===== src/rtl/divider_arbiter.sv =====
// Round-robin front end that shares one iterative unsigned divider among NUM_REQ requesters,
// converting signed operands to magnitudes and restoring signs on the tagged response.
module divider_arbiter #(
  parameter int DATA_WIDTH = 16,
  parameter int NUM_REQ    = 4,
  localparam int ID_WIDTH  = $clog2(NUM_REQ)
) (
  input  logic                          clk_i,
  input  logic                          rst_n_i,
  input  logic                          clk_en_i,
  input  logic [NUM_REQ-1:0]            req_valid_i,
  output logic [NUM_REQ-1:0]            req_ready_o,
  input  logic [NUM_REQ-1:0]            req_signed_i,
  input  logic [NUM_REQ*DATA_WIDTH-1:0] req_dividend_i,
  input  logic [NUM_REQ*DATA_WIDTH-1:0] req_divisor_i,
  output logic [DATA_WIDTH-1:0]         div_dividend_o,
  output logic [DATA_WIDTH-1:0]         div_divisor_o,
  output logic                          div_valid_o,
  input  logic [DATA_WIDTH-1:0]         div_quotient_i,
  input  logic [DATA_WIDTH-1:0]         div_remainder_i,
  input  logic                          div_dbz_i,
  input  logic                          div_valid_i,
  output logic                          rsp_valid_o,
  input  logic                          rsp_ready_i,
  output logic [ID_WIDTH-1:0]           rsp_id_o,
  output logic [DATA_WIDTH-1:0]         rsp_quotient_o,
  output logic [DATA_WIDTH-1:0]         rsp_remainder_o,
  output logic                          rsp_dbz_o
);

  typedef enum logic [1:0] {IDLE, ISSUE, WAIT, RESPOND} state_t;

  state_t                state;
  logic [ID_WIDTH-1:0]   rr_ptr;
  logic [ID_WIDTH-1:0]   job_id;
  logic                  dvd_neg_q;
  logic                  dvs_neg_q;
  logic [DATA_WIDTH-1:0] orig_dvd;

  logic                  gnt_found;
  logic [ID_WIDTH-1:0]   gnt_id;
  logic [ID_WIDTH:0]     scan;
  logic [DATA_WIDTH-1:0] sel_dvd, sel_dvs;
  logic                  sel_dvd_neg, sel_dvs_neg;
  logic [DATA_WIDTH-1:0] mag_dvd, mag_dvs;
  logic [DATA_WIDTH-1:0] fix_quo, fix_rem;

  // Scan from the round-robin pointer upward, wrapping; the first valid requester wins.
  always_comb begin
    gnt_found = 1'b0;
    gnt_id    = '0;
    scan      = '0;
    for (int i = 0; i < NUM_REQ; i++) begin
      scan = {1'b0, rr_ptr} + (ID_WIDTH+1)'(i);
      if (scan >= (ID_WIDTH+1)'(NUM_REQ))
        scan = scan - (ID_WIDTH+1)'(NUM_REQ);
      if (!gnt_found && req_valid_i[scan[ID_WIDTH-1:0]]) begin
        gnt_found = 1'b1;
        gnt_id    = scan[ID_WIDTH-1:0];
      end
    end
  end

  // Ready is withheld while the state cannot advance, so valid&ready always means a transfer.
  always_comb begin
    req_ready_o = '0;
    if (state == IDLE && rst_n_i && clk_en_i && gnt_found)
      req_ready_o[gnt_id] = 1'b1;
  end

  always_comb begin
    sel_dvd     = req_dividend_i[int'(gnt_id)*DATA_WIDTH +: DATA_WIDTH];
    sel_dvs     = req_divisor_i[int'(gnt_id)*DATA_WIDTH +: DATA_WIDTH];
    sel_dvd_neg = req_signed_i[gnt_id] & sel_dvd[DATA_WIDTH-1];
    sel_dvs_neg = req_signed_i[gnt_id] & sel_dvs[DATA_WIDTH-1];
    mag_dvd     = sel_dvd_neg ? -sel_dvd : sel_dvd;
    mag_dvs     = sel_dvs_neg ? -sel_dvs : sel_dvs;
  end

  // MIN / -1 needs no special case: 2^(W-1)/1 with equal signs leaves quotient MIN, remainder 0.
  always_comb begin
    fix_quo = div_quotient_i;
    fix_rem = div_remainder_i;
    if (div_dbz_i) begin
      fix_quo = '1;
      fix_rem = orig_dvd;
    end else begin
      if (dvd_neg_q ^ dvs_neg_q) fix_quo = -div_quotient_i;
      if (dvd_neg_q)             fix_rem = -div_remainder_i;
    end
  end

  always_ff @(posedge clk_i) begin
    if (!rst_n_i) begin
      state           <= IDLE;
      rr_ptr          <= '0;
      job_id          <= '0;
      dvd_neg_q       <= 1'b0;
      dvs_neg_q       <= 1'b0;
      orig_dvd        <= '0;
      div_dividend_o  <= '0;
      div_divisor_o   <= '0;
      div_valid_o     <= 1'b0;
      rsp_valid_o     <= 1'b0;
      rsp_id_o        <= '0;
      rsp_quotient_o  <= '0;
      rsp_remainder_o <= '0;
      rsp_dbz_o       <= 1'b0;
    end else if (clk_en_i) begin
      case (state)
        IDLE: begin
          if (gnt_found) begin
            job_id         <= gnt_id;
            dvd_neg_q      <= sel_dvd_neg;
            dvs_neg_q      <= sel_dvs_neg;
            orig_dvd       <= sel_dvd;
            div_dividend_o <= mag_dvd;
            div_divisor_o  <= mag_dvs;
            div_valid_o    <= 1'b1;
            rr_ptr         <= (gnt_id == ID_WIDTH'(NUM_REQ-1)) ? '0 : gnt_id + ID_WIDTH'(1);
            state          <= ISSUE;
          end
        end
        ISSUE: begin
          div_valid_o <= 1'b0;
          state       <= WAIT;
        end
        WAIT: begin
          if (div_valid_i) begin
            rsp_valid_o     <= 1'b1;
            rsp_id_o        <= job_id;
            rsp_quotient_o  <= fix_quo;
            rsp_remainder_o <= fix_rem;
            rsp_dbz_o       <= div_dbz_i;
            state           <= RESPOND;
          end
        end
        RESPOND: begin
          if (rsp_ready_i) begin
            rsp_valid_o <= 1'b0;
            state       <= IDLE;
          end
        end
        default: state <= IDLE;
      endcase
    end
  end

endmodule


===== config.mk =====
export PLATFORM = sky130hd
export DESIGN_NAME = divider_arbiter
export DESIGN_NICKNAME = d
export VERILOG_FILES = /design/src/rtl/divider_arbiter.sv
export SDC_FILE = /design/constraint.sdc
export NUM_CORES = 1
export LEC_CHECK = 0
export ABC_AREA = 1
export CAP_MARGIN = 20
export CORE_ASPECT_RATIO = 0.8
export CORE_MARGIN = 8
export CORE_UTILIZATION = 45
export DETAILED_ROUTE_END_ITERATION = 8
export PLACE_DENSITY = 0.78
export REMOVE_ABC_BUFFERS = 1
export SLEW_MARGIN = 25
export SYNTH_ARGS = -nofsm -noshare
export SYNTH_HDL_FRONTEND = slang
export SYNTH_SLANG_ARGS = --single-unit

===== constraint.sdc =====
create_clock -name clk_i -period 3.8 [get_ports clk_i]
set_clock_uncertainty 0.1 [all_clocks]
set_input_delay 0.76 -clock clk_i [delete_from_list [all_inputs] [get_ports clk_i]]
set_output_delay 0.76 -clock clk_i [all_outputs]
set_load 0.01 [all_outputs]

=== After elaboration in Yosys (flattened, before gate mapping) ===
Cells that the tools add are included.
Widths: inputs -> output; s select.

* $add $sub $neg: 12
* Multiply operators: 0
* Divide/modulo/power cells: 0
* $lt $le $gt $ge: 10
* Equality and inequality tests: 7
* Shift-type cells: 2
* Mux-type cells: 41
* Bitwise logic cells: 3
* Reduce and logical (&&, ||, !) cells: 18

{| class="wikitable"
|+ Operator list
! kind !! number
|-
| $shiftx 64x7->16 || 2
|-
| $mux 16 || 6
|-
| $neg 16->16 || 4
|-
| $mux 2 || 12
|-
| $lt 2x3->1 const B || 5
|-
| $mux 1 || 13
|-
| $bmux 1 s2 || 5
|-
| $ge 3x3->1 const B || 3
|-
| $reduce_and 3->1 || 3
|-
| $pmux 2 s4 || 1
|-
| $reduce_and 4->1 || 2
|-
| $sub 2x1->2 const B || 4
|-
| $logic_and 1x1->1 || 7
|-
| $add 2x2->3 const B || 2
|-
| $eq 2x2->1 const B || 3
|-
| $ne 2x2->1 const B || 3
|-
| $mux 4 || 1
|-
| $pmux 1 s2 || 2
|-
| $reduce_bool 2->1 || 2
|-
| $add 2x1->3 const B || 1
|-
| $ge 2x3->1 const B || 1
|-
| $logic_not 1->1 || 3
|-
| $add 2x1->2 const B || 1
|-
| $and 1x1->1 || 2
|-
| other kinds (5) || 5
|}

* Register bits after elaboration: 93
* Latch bits: 0
* RAM bits: 0
* ROM bits: 0
* Output and inout bits: 73
* Logic and storage cells: 107
* Memories kept: 0

=== Logic depth before layout (Yosys ltp) ===
Gate-level depths: netlist (run 1).

* Depth after elaboration: 19
* Gate-level depth with buffers: 25
* Depth with buffers taken out: 24

=== Least setup slack after synthesis (run 1) ===
Ideal clock, no wire load.

* Kind: input to output
* Start: input req_valid_i[3]
* End: output req_ready_o[0]
* Arrival: 2.347 ns
* Data required time: 2.940 ns
* Path slack: 0.593 ns
* Stages on the path: 12
* Path buffers: 2
* Path through: inv_1 -> nand2_1 -> nand3_2 -> nand2_2 -> nor2_4 -> nand3_4 -> buf_2 -> nand3_2 -> clkinv_1 -> nand2_1 -> clkbuf_1 -> nor2_1

* Word-level cells in the longest chain between the ends: 17
* Elaborated cells between the ends (all ways): 29
* Those cells by class: order compare (2); mux (19); reduce/logical (8)

{| class="wikitable"
|+ Ends and longest elaborated chain
! item !! line !! text
|-
| start, declared || 11 || <nowiki>input logic [NUM_REQ-1:0] req_valid_i,</nowiki>
|-
| $bmux 1 s2 || 57 || <nowiki>if (!gnt_found && req_valid_i[scan[ID_WIDTH-1:0]]) begin</nowiki>
|-
| $mux 1 (not written as such) || 57 ||
|-
| $mux 1 || 57 ||
|-
| $logic_not 1->1 || 57 ||
|-
| $logic_and 1x1->1 || 57 ||
|-
| $mux 1 || 57 ||
|-
| $logic_not 1->1 || 57 ||
|-
| $logic_and 1x1->1 || 57 ||
|-
| $mux 1 || 57 ||
|-
| $logic_not 1->1 || 57 ||
|-
| $logic_and 1x1->1 || 57 ||
|-
| $mux 2 || 57 ||
|-
| $lt 2x3->1 (not written as such) / $ge 2x1->1 (equally long branches) || 68 || <nowiki>req_ready_o[gnt_id] = 1'b1;</nowiki>
|-
| $logic_and 1x1->1 (not written as such) || 68 ||
|-
| $mux 1 (not written as such) || 68 ||
|-
| $demux 1 s2 || 68 ||
|-
| $mux 4 * || 67 || <nowiki>if (state == IDLE && rst_n_i && clk_en_i && gnt_found)</nowiki>
|-
| end, declared || 12 || <nowiki>output logic [NUM_REQ-1:0] req_ready_o,</nowiki>
|}

Every way passes the cells marked *; elsewhere a longest branch is shown, timed or not. The select of a mux whose other input is x is not followed.

=== Worst setup path in the final report (run 1) ===
* Start: input req_valid_i[2]
* End: output req_ready_o[3]

Same word-level chain as after synthesis.

==> impl_table.tex, run 1 <==
\begin{tabular}{lr}
\hline
Metric & Value \\
\hline
\multicolumn{2}{l}{\textbf{Clock network}} \\
Clock Tree Buf Depth & 2 \\
Number of clock buffers inserted by TritonCTS & 9 \\
Post-CTS setup repair buffer count & 0 \\
CTS tree & yes \\
Worst-Skew Late Latency & 0.34 ns \\
Clock input transition at the sequential cells of the worst setup and hold paths & 0.07 ns \\
Clock root cell & sky130\_fd\_sc\_hd\_\_clkbuf\_16 \\
Sinks on Clock Net & 92 \\
Clock H-tree levels & 3 \\
\multicolumn{2}{l}{\textbf{Worst setup path}} \\
Cell family with most CP delay & buffers and inverters \\
Setup crit end kind & output pin \\
Worst-path cell chain & clkdlybuf4s50\_1 > inv\_1 > nand2\_1 > nand3\_2 > nand2\_2 > nor2\_4 > nand3\_1 > nand3\_1 > nand2\_2 > inv\_2 > ha\_1 > inv\_1 > nor2\_1 > dlygate4sd2\_1 \\
Sum of buffers and inverters on the critical path & 5 \\
Maximum fanout along the worst path & 5 \\
Slowest stage delay, CP & 0.44 ns \\
Data required time at the worst endpoint & 2.94 ns \\
Worst setup path category & in2out \\
Critical Path Slowest Stage Cell & sky130\_fd\_sc\_hd\_\_clkdlybuf4s50\_1 \\
Signal arrival time at the worst endpoint & 2.74 ns \\
Critical path launch point type & input port \\
\multicolumn{2}{l}{\textbf{Floorplanning}} \\
Placeable core area & 14300 sq um \\
Width of the chip & 151 microns \\
I/O Pins & 247 \\
Total number of placement rows & 39 \\
Overall die area & 18700 sq um \\
Initial standard-cell utilization of the core & 0.460 \\
Die Y-Extent & 124 microns \\
\multicolumn{2}{l}{\textbf{Power}} \\
Total Power Consumption & 9.81 mW \\
Sequential power share & 0.140 \\
Max rail drop VDD & 0.783 mV \\
Internal portion of total power & 4.54 mW \\
PwrDens & 1030 nW/um\^{}2 \\
Clock network fraction of total power & 0.090 \\
Share of total power consumed by net switching & 0.538 \\
Psw & 5.27 mW \\
Part of the total power dissipated in combinational logic & 0.771 \\
Leakage power summed over all cells & 4.50 nW \\
\multicolumn{2}{l}{\textbf{Hold path}} \\
Worst hold path class & reg2reg \\
\multicolumn{2}{l}{\textbf{Global routing}} \\
Maximum number of pins on one net before global-route repair & 71 \\
Number of global-route vias before repair & 6990 \\
First-pass GRT wire length & 35.9 mm \\
Global route total overflow & 0 \\
Gr usage total & 0.238 \\
Antenna violations before repair & 0 \\
\multicolumn{2}{l}{\textbf{Logic synthesis}} \\
Top-area cell type share of the netlist area & 0.280 \\
Post-Syn Area per Cell & 6.18 sq um \\
Number of flops mapped to enable cells by yosys & 0 \\
Async set-reset flop share out of synthesis & 0 \\
Synthesized instance count & 1063 \\
Cell type with the highest aggregate area in the netlist & sky130\_fd\_sc\_hd\_\_dfxtp\_1 \\
Unique masters post-synth & 45 \\
Yosys Warn Count & 0 \\
Synth top area cells & sky130\_fd\_sc\_hd\_\_dfxtp\_1 28\%, sky130\_fd\_sc\_hd\_\_nand2\_1 17\%, sky130\_fd\_sc\_hd\_\_nand3\_1 9.8\%, sky130\_fd\_sc\_hd\_\_inv\_1 8.1\%, sky130\_fd\_sc\_hd\_\_o21ai\_0 4.3\% \\
Portion of the post-synthesis area used by sequential elements & 0.280 \\
Mapped Area & 6570 sq um \\
Main synth FF type & sky130\_fd\_sc\_hd\_\_dfxtp\_1 \\
Flip-flop and latch count after synthesis & 92 \\
\multicolumn{2}{l}{\textbf{STA}} \\
Final worst path period need & 3.60 ns \\
Achievable clock frequency & 278 MHz \\
RSZ-0062 raised after global routing & false \\
Part of the cycle the worst path needs & 0.948 \\
Worst slew margin relative to its limit & 0.410 \\
Final-report hold violation count & 0 \\
Post-route worst hold slack & 0.357 ns \\
Count of final setup violators & 0 \\
Final-layout setup total negative slack & 0 ns \\
Tightest Pin Transition & 0.884 ns \\
Max Transition Viols Final & 0 \\
\multicolumn{2}{l}{\textbf{Job}} \\
Max cap viols & 0 \\
\multicolumn{2}{l}{\textbf{Route}} \\
Wire per inst & 15.1 microns \\
Wire length reported by the detailed router & 22.4 mm \\
Post-DRT Antenna Nets & 0 \\
DRC errors left & 0 \\
Number of DRC violations after detailed-routing iteration 0 & 498 \\
Count of vias placed by the detailed router & 7570 \\
Drt via density & 5.10 \\
Number of optimization iterations in the first detailed-route pass & 5 \\
\multicolumn{2}{l}{\textbf{Layout}} \\
Number of nets in the final layout & 1480 \\
Post-layout instance area & 9560 sq um \\
Fraction of final layout cells with drive strength greater than 1 & 0.0708 \\
Reg area & 1840 sq um \\
Synthesis-to-layout area growth & 45.4\% \\
Multi-input logic area & 3870 sq um \\
Fill count & 1292 \\
\multicolumn{2}{l}{\textbf{Placement}} \\
Buffers on Ports & 246 \\
Dpl cell area & 9260 sq um \\
Final estimated routing congestion in global placement & 0.901 \\
Hpwl dp & 17.5 mm \\
\multicolumn{2}{l}{\textbf{Outcome}} \\
Status & complete, no violations \\
\hline
\end{tabular}
[what timing repair did]
item                       in CTS  in global routing
cloned                          0                  0
resized for setup               2                  2
setup endpoints to repair       2                  2
hold buffers                    0                  0
pin swaps                       0                  1
[sequential cells by signal, indices dropped and copies added (netlist names), 15 cells and up]
register         flops
div_dividend_o      16
div_divisor_o       16
orig_dvd            15
rsp_quotient_o      16
rsp_remainder_o     16
[worst paths after layout]
| check | from | end | slack [ns] | cells past startpoint |
|---|---|---|---|---|
| worst min register to register | job_id[0] | rsp_id_o[0] | 0.36 | 2 |
| worst max register to register | rr_ptr[0] | div_dividend_o[12] | 0.67 | 21 |
| worst max-delay path | req_valid_i[2] | req_ready_o[3] | 0.20 | 14 |
| worst min-delay path | job_id[0] | rsp_id_o[0] | 0.36 | 2 |
[final cells by class]
class	instances	share of cell area
multi-input combinational	767	0.405
clock buffer	9	0.0236
inverter	148	0.0581
clock inverter	7	0.00707
sequential	92	0.193
timing repair buffer	276	0.289
tap	184	0.0241
antenna	1	0.000262
[cell usage after synthesis (2+ instances only)]
library cell / instances
sky130_fd_sc_hd__xnor2_1: 8
sky130_fd_sc_hd__dfxtp_1: 92
sky130_fd_sc_hd__a31oi_1: 6
sky130_fd_sc_hd__nand4_1: 4
sky130_fd_sc_hd__o221a_2: 2
sky130_fd_sc_hd__nand3b_1: 4
sky130_fd_sc_hd__buf_1: 2
sky130_fd_sc_hd__buf_6: 6
sky130_fd_sc_hd__nor2_2: 5
sky130_fd_sc_hd__a22oi_1: 13
sky130_fd_sc_hd__nand3_2: 4
sky130_fd_sc_hd__nand3_1: 129
sky130_fd_sc_hd__a211oi_1: 2
sky130_fd_sc_hd__o211ai_1: 25
sky130_fd_sc_hd__xor2_1: 13
sky130_fd_sc_hd__inv_1: 141
sky130_fd_sc_hd__o221ai_1: 10
sky130_fd_sc_hd__nand2_2: 11
sky130_fd_sc_hd__a21oi_1: 43
sky130_fd_sc_hd__nor2_4: 2
sky130_fd_sc_hd__ha_1: 12
sky130_fd_sc_hd__clkbuf_1: 28
sky130_fd_sc_hd__o21ai_0: 56
sky130_fd_sc_hd__nand2_1: 299
sky130_fd_sc_hd__buf_2: 12
sky130_fd_sc_hd__or2_2: 6
sky130_fd_sc_hd__buf_4: 8
sky130_fd_sc_hd__nor3_1: 17
sky130_fd_sc_hd__o21a_1: 2
sky130_fd_sc_hd__nor2_1: 64
sky130_fd_sc_hd__nand3_4: 2
sky130_fd_sc_hd__o21bai_1: 4
sky130_fd_sc_hd__o21ai_1: 14
sky130_fd_sc_hd__inv_2: 6
[routing by layer]
layer / vias up / global-route usage / routed length, microns
li1: 3908 / - / -
met1: 3399 / 0.317 / 10200
met2: 247 / 0.384 / 10200
met3: 16 / 0.0556 / 1770
met4: 0 / 0.0524 / 272
met5: - / 0 / 0
[layout by cell type, fill, tap and decap left out, drive strengths merged, types with 5 or more instances in the layout]
cell type and instances:
nor3 18, nand2 310, buf 31, a21oi 44, xnor2 8, o221ai 10, dfxtp 92, nor2 72
ha 12, xor2 13, clkbuf 9, o211ai 25, a31oi 6, clkdlybuf4s50 241, o21ai 71, nand3 135
nand4 5, or2 7, inv 151, a22oi 13
[power groups by stage]
stage / combinational [mW] / clock, mW / sequential [mW]
after global routing: 8.51 / 0.941 / 1.40
after detailed placement: 7.51 / 0 / 1.39
after global placement: 7.40 / 0 / 1.38
final: 7.56 / 0.880 / 1.37
after floorplan: 4.81 / 0 / 1.45
after CTS: 7.54 / 0.901 / 1.37
[per-stage QoR]
stage | setup WS [ns] | utilization | std cells
2_1_floorplan | -0.753 | - | 1007
3_3_place_gp | 0.0434 | 0.648 | 1467
3_5_place_dp | -0.0289 | 0.648 | 1467
4_1_cts | 0.0259 | 0.668 | 1483
5_1_grt | 0.0447 | 0.668 | 1483
6_report | 0.198 | 0.668 | 1484
[cell families (layout without fill, tap and decap cells)]
kind of cell	after synthesis	in the layout	share of synthesized area
DFF	92	92	0.280
adders and majority gates	12	12	0.0228
xor gates and xnor gates	21	21	0.0280
buffers and inverters	204	440	0.130
and+or+nand+nor	553	553	0.372
other	0	1	0
AOI/OAI and AO/OA	181	181	0.166
[tightest hold or removal path, cell delays in order (launching register included)]
cell and delay [ns]:
sky130_fd_sc_hd__dfxtp_1 0.31, sky130_fd_sc_hd__nand2_1 0.06, sky130_fd_sc_hd__a21oi_1 0.05
No activity file was read; power rests on OpenSTA's default activity.
==> run 2: changes to the inputs <==
--- a/config.mk
+++ b/config.mk
@@ -10,6 +10,7 @@
 export CORE_ASPECT_RATIO = 0.8
 export CORE_MARGIN = 8
 export CORE_UTILIZATION = 45
+export CTS_CLUSTER_DIAMETER = 50
 export DETAILED_ROUTE_END_ITERATION = 8
 export PLACE_DENSITY = 0.78
 export REMOVE_ABC_BUFFERS = 1
==> results of run 2 <==
The final DEF is identical to that of run 1; final timing and power are the same.
==> run 3: changes to the inputs <==
--- a/config.mk
+++ b/config.mk
@@ -7,7 +7,7 @@
 export LEC_CHECK = 0
 export ABC_AREA = 1
 export CAP_MARGIN = 20
-export CORE_ASPECT_RATIO = 0.8
+export CORE_ASPECT_RATIO = 0.7
 export CORE_MARGIN = 8
 export CORE_UTILIZATION = 45
 export CTS_CLUSTER_DIAMETER = 50
==> run 3 against run 2 <==
Against the previous run:
- sequential share of layout area is 0.058 points lower
- largest cell class unchanged
- critical path depth stayed put
- critical path type unchanged
- non-clock buffer count is 4 higher
==> impl_table.tex, run 3 (synthesis gave the netlist of run 1 again) <==
\begin{tabular}{lr}
\hline
Metric & Value \\
\hline
\multicolumn{2}{l}{\textbf{Outcome}} \\
Status & complete, no violations (unchanged) \\
\multicolumn{2}{l}{\textbf{Floorplanning}} \\
Overall die area & 18800 sq um (was 18700 sq um) \\
Width of the chip & 160 microns (was 151 microns) \\
I/O Pins & 247 (unchanged) \\
Initial standard-cell utilization of the core & 0.454 (was 0.460) \\
Placeable core area & 14500 sq um (was 14300 sq um) \\
Total number of placement rows & 37 (was 39) \\
Die Y-Extent & 117 microns (was 124 microns) \\
\multicolumn{2}{l}{\textbf{Global routing}} \\
Antenna violations before repair & 2 (was 0) \\
Gr usage total & 0.241 (was 0.238) \\
Maximum number of pins on one net before global-route repair & 71 (unchanged) \\
First-pass GRT wire length & 37.0 mm (was 35.9 mm) \\
Number of global-route vias before repair & 7223 (was 6990) \\
Global route total overflow & 0 (unchanged) \\
\multicolumn{2}{l}{\textbf{Route}} \\
Wire length reported by the detailed router & 23.2 mm (was 22.4 mm) \\
Drt via density & 5.13 (was 5.10) \\
Post-DRT Antenna Nets & 0 (unchanged) \\
Number of DRC violations after detailed-routing iteration 0 & 477 (was 498) \\
Wire per inst & 15.5 microns (was 15.1 microns) \\
Number of optimization iterations in the first detailed-route pass & 5 (unchanged) \\
Count of vias placed by the detailed router & 7674 (was 7570) \\
DRC errors left & 0 (unchanged) \\
\multicolumn{2}{l}{\textbf{Clock network}} \\
Clock Tree Buf Depth & 2 (unchanged) \\
Sinks on Clock Net & 92 (unchanged) \\
Clock root cell & sky130\_fd\_sc\_hd\_\_clkbuf\_16 (unchanged) \\
Worst-Skew Late Latency & 0.34 ns (about the same) \\
Clock input transition at the sequential cells of the worst setup and hold paths & 0.07 ns (about the same) \\
CTS tree & yes (unchanged) \\
Number of clock buffers inserted by TritonCTS & 9 (unchanged) \\
Clock H-tree levels & 3 (unchanged) \\
\multicolumn{2}{l}{\textbf{Worst setup path}} \\
Setup crit end kind & output pin (unchanged) \\
Signal arrival time at the worst endpoint & 2.71 ns (was 2.74 ns) \\
Worst setup path category & in2out (unchanged) \\
Critical path launch point type & input port (unchanged) \\
Data required time at the worst endpoint & 2.94 ns (about the same) \\
Maximum fanout along the worst path & 9 (was 5) \\
\multicolumn{2}{l}{\textbf{Power}} \\
PwrDens & 1030 nW/um\^{}2 (about the same) \\
Max rail drop VDD & 0.561 mV (was 0.783 mV) \\
Sequential power share & 0.141 (was 0.140) \\
Internal portion of total power & 4.57 mW (was 4.54 mW) \\
Share of total power consumed by net switching & 0.537 (was 0.538) \\
Psw & 5.31 mW (was 5.27 mW) \\
Clock network fraction of total power & 0.087 (was 0.090) \\
Part of the total power dissipated in combinational logic & 0.772 (was 0.771) \\
Leakage power summed over all cells & 4.50 nW (about the same) \\
\multicolumn{2}{l}{\textbf{Layout}} \\
Synthesis-to-layout area growth & 45.9\% (was 45.4\%) \\
Most common cell after layout, fill and taps aside & sky130\_fd\_sc\_hd\_\_nand2\_1 (unchanged) \\
Fraction of final layout cells with drive strength greater than 1 & 0.0768 (was 0.0708) \\
Most frequent cells in the layout & 297 x sky130\_fd\_sc\_hd\_\_nand2\_1, 241 x sky130\_fd\_sc\_hd\_\_clkdlybuf4s50\_1, 141 x sky130\_fd\_sc\_hd\_\_inv\_1 (was 299 x sky130\_fd\_sc\_hd\_\_nand2\_1, 241 x sky130\_fd\_sc\_hd\_\_clkdlybuf4s50\_1, 141 x sky130\_fd\_sc\_hd\_\_inv\_1) \\
Reg area & 1840 sq um (unchanged) \\
Antenna Diode Count & 0 (was 1) \\
Multi-input logic area & 3890 sq um (was 3870 sq um) \\
Number of nets in the final layout & 1484 (was 1480) \\
Fill count & 1326 (was 1292) \\
Non-filler instance count after layout & 1497 (was 1484) \\
\multicolumn{2}{l}{\textbf{Job}} \\
Max cap viols & 0 (unchanged) \\
\multicolumn{2}{l}{\textbf{STA}} \\
Count of final setup violators & 0 (unchanged) \\
Max Transition Viols Final & 0 (unchanged) \\
Final-report hold violation count & 0 (unchanged) \\
Tightest Pin Transition & 0.866 ns (was 0.884 ns) \\
Final-layout setup total negative slack & 0 ns (unchanged) \\
Worst slew margin relative to its limit & 0.422 (was 0.410) \\
Final worst path period need & 3.57 ns (was 3.60 ns) \\
RSZ-0062 raised after global routing & false (unchanged) \\
Part of the cycle the worst path needs & 0.941 (was 0.948) \\
Achievable clock frequency & 280 MHz (was 278 MHz) \\
\multicolumn{2}{l}{\textbf{Placement}} \\
Buffers on Ports & 246 (unchanged) \\
Hpwl dp & 18.0 mm (was 17.5 mm) \\
Final estimated routing congestion in global placement & 0.896 (was 0.901) \\
Placed Instances & 1476 (was 1467) \\
\multicolumn{2}{l}{\textbf{Hold path}} \\
Worst hold path class & reg2reg (unchanged) \\
\hline
\end{tabular}
==> run 3: through the flow <==
| stage | cell area (sq um) | worst slack [ns] | utilization | total power, mW | hold slack [ns] |
|---|---|---|---|---|---|
| floorplan | 6270 | -0.753 | - | 6.26 | 0.338 |
| global placement | 9220 | 0.0276 | 0.636 | 8.56 | 0.350 |
| detailed placement | 9220 | -0.0365 | 0.636 | 8.66 | 0.353 |
| CTS | 9500 | 0.00691 | 0.656 | 9.58 | 0.364 |
| global route | 9590 | 0.000513 | 0.662 | 10.9 | 0.378 |
| finish | 9590 | 0.226 | 0.662 | 9.88 | 0.363 |
==> run 3: area by class of cell <==
class | count | area share
Sequential cell | 92 | 0.192
Tap cell | 195 | 0.0255
Multi-Input combinational cell | 767 | 0.406
Clock inverter | 6 | 0.00509
Timing Repair Buffer | 280 | 0.290
Clock buffer | 9 | 0.0235
Inverter | 148 | 0.0580
==> run 3: routing by layer <==
metal,GRT usage,routed length (microns),vias up
met5,0,18,-
met4,0.0391,161,4
met3,0.0695,1840,13
met2,0.385,10000,249
met1,0.323,11100,3475
li1,-,-,3933
==> run 3: power groups by stage <==
stage	clock [mW]	combinational (mW)	sequential, mW
after floorplan	0	4.81	1.45
after global placement	0	7.15	1.41
after detailed placement	0	7.24	1.41
after CTS	0.879	7.31	1.40
after global routing	0.915	8.57	1.43
final	0.857	7.62	1.40
==> run 3: critical path: stages <==
cell	delay, ns
sky130_fd_sc_hd__clkdlybuf4s50_1	0.51
sky130_fd_sc_hd__inv_1	0.07
sky130_fd_sc_hd__nand2_1	0.09
sky130_fd_sc_hd__nand3_1	0.08
sky130_fd_sc_hd__nand2_1	0.11
sky130_fd_sc_hd__nand2_1	0.10
sky130_fd_sc_hd__nand2_1	0.11
sky130_fd_sc_hd__nand2_2	0.07
sky130_fd_sc_hd__nand3_4	0.14
sky130_fd_sc_hd__inv_2	0.07
sky130_fd_sc_hd__ha_1	0.17
sky130_fd_sc_hd__inv_1	0.08
sky130_fd_sc_hd__nor2_1	0.05
sky130_fd_sc_hd__dlygate4sd2_1	0.29
==> run 3: what timing repair did <==
action,in CTS,in global routing
buffers inserted,1,4
pin swaps,1,1
gates cloned,0,1
setup endpoints to repair,3,19
hold buffers,0,0
resized for setup,2,10
==> run 3: path summary, 6_finish.rpt <==
kind,from,to,slack [ns],depth (start not counted)
max reg2reg,rr_ptr[0],div_divisor_o[12],0.60,25
max,req_valid_i[1],req_ready_o[3],0.23,14
min reg2reg,job_id[0],rsp_id_o[0],0.36,2
min,job_id[0],rsp_id_o[0],0.36,2
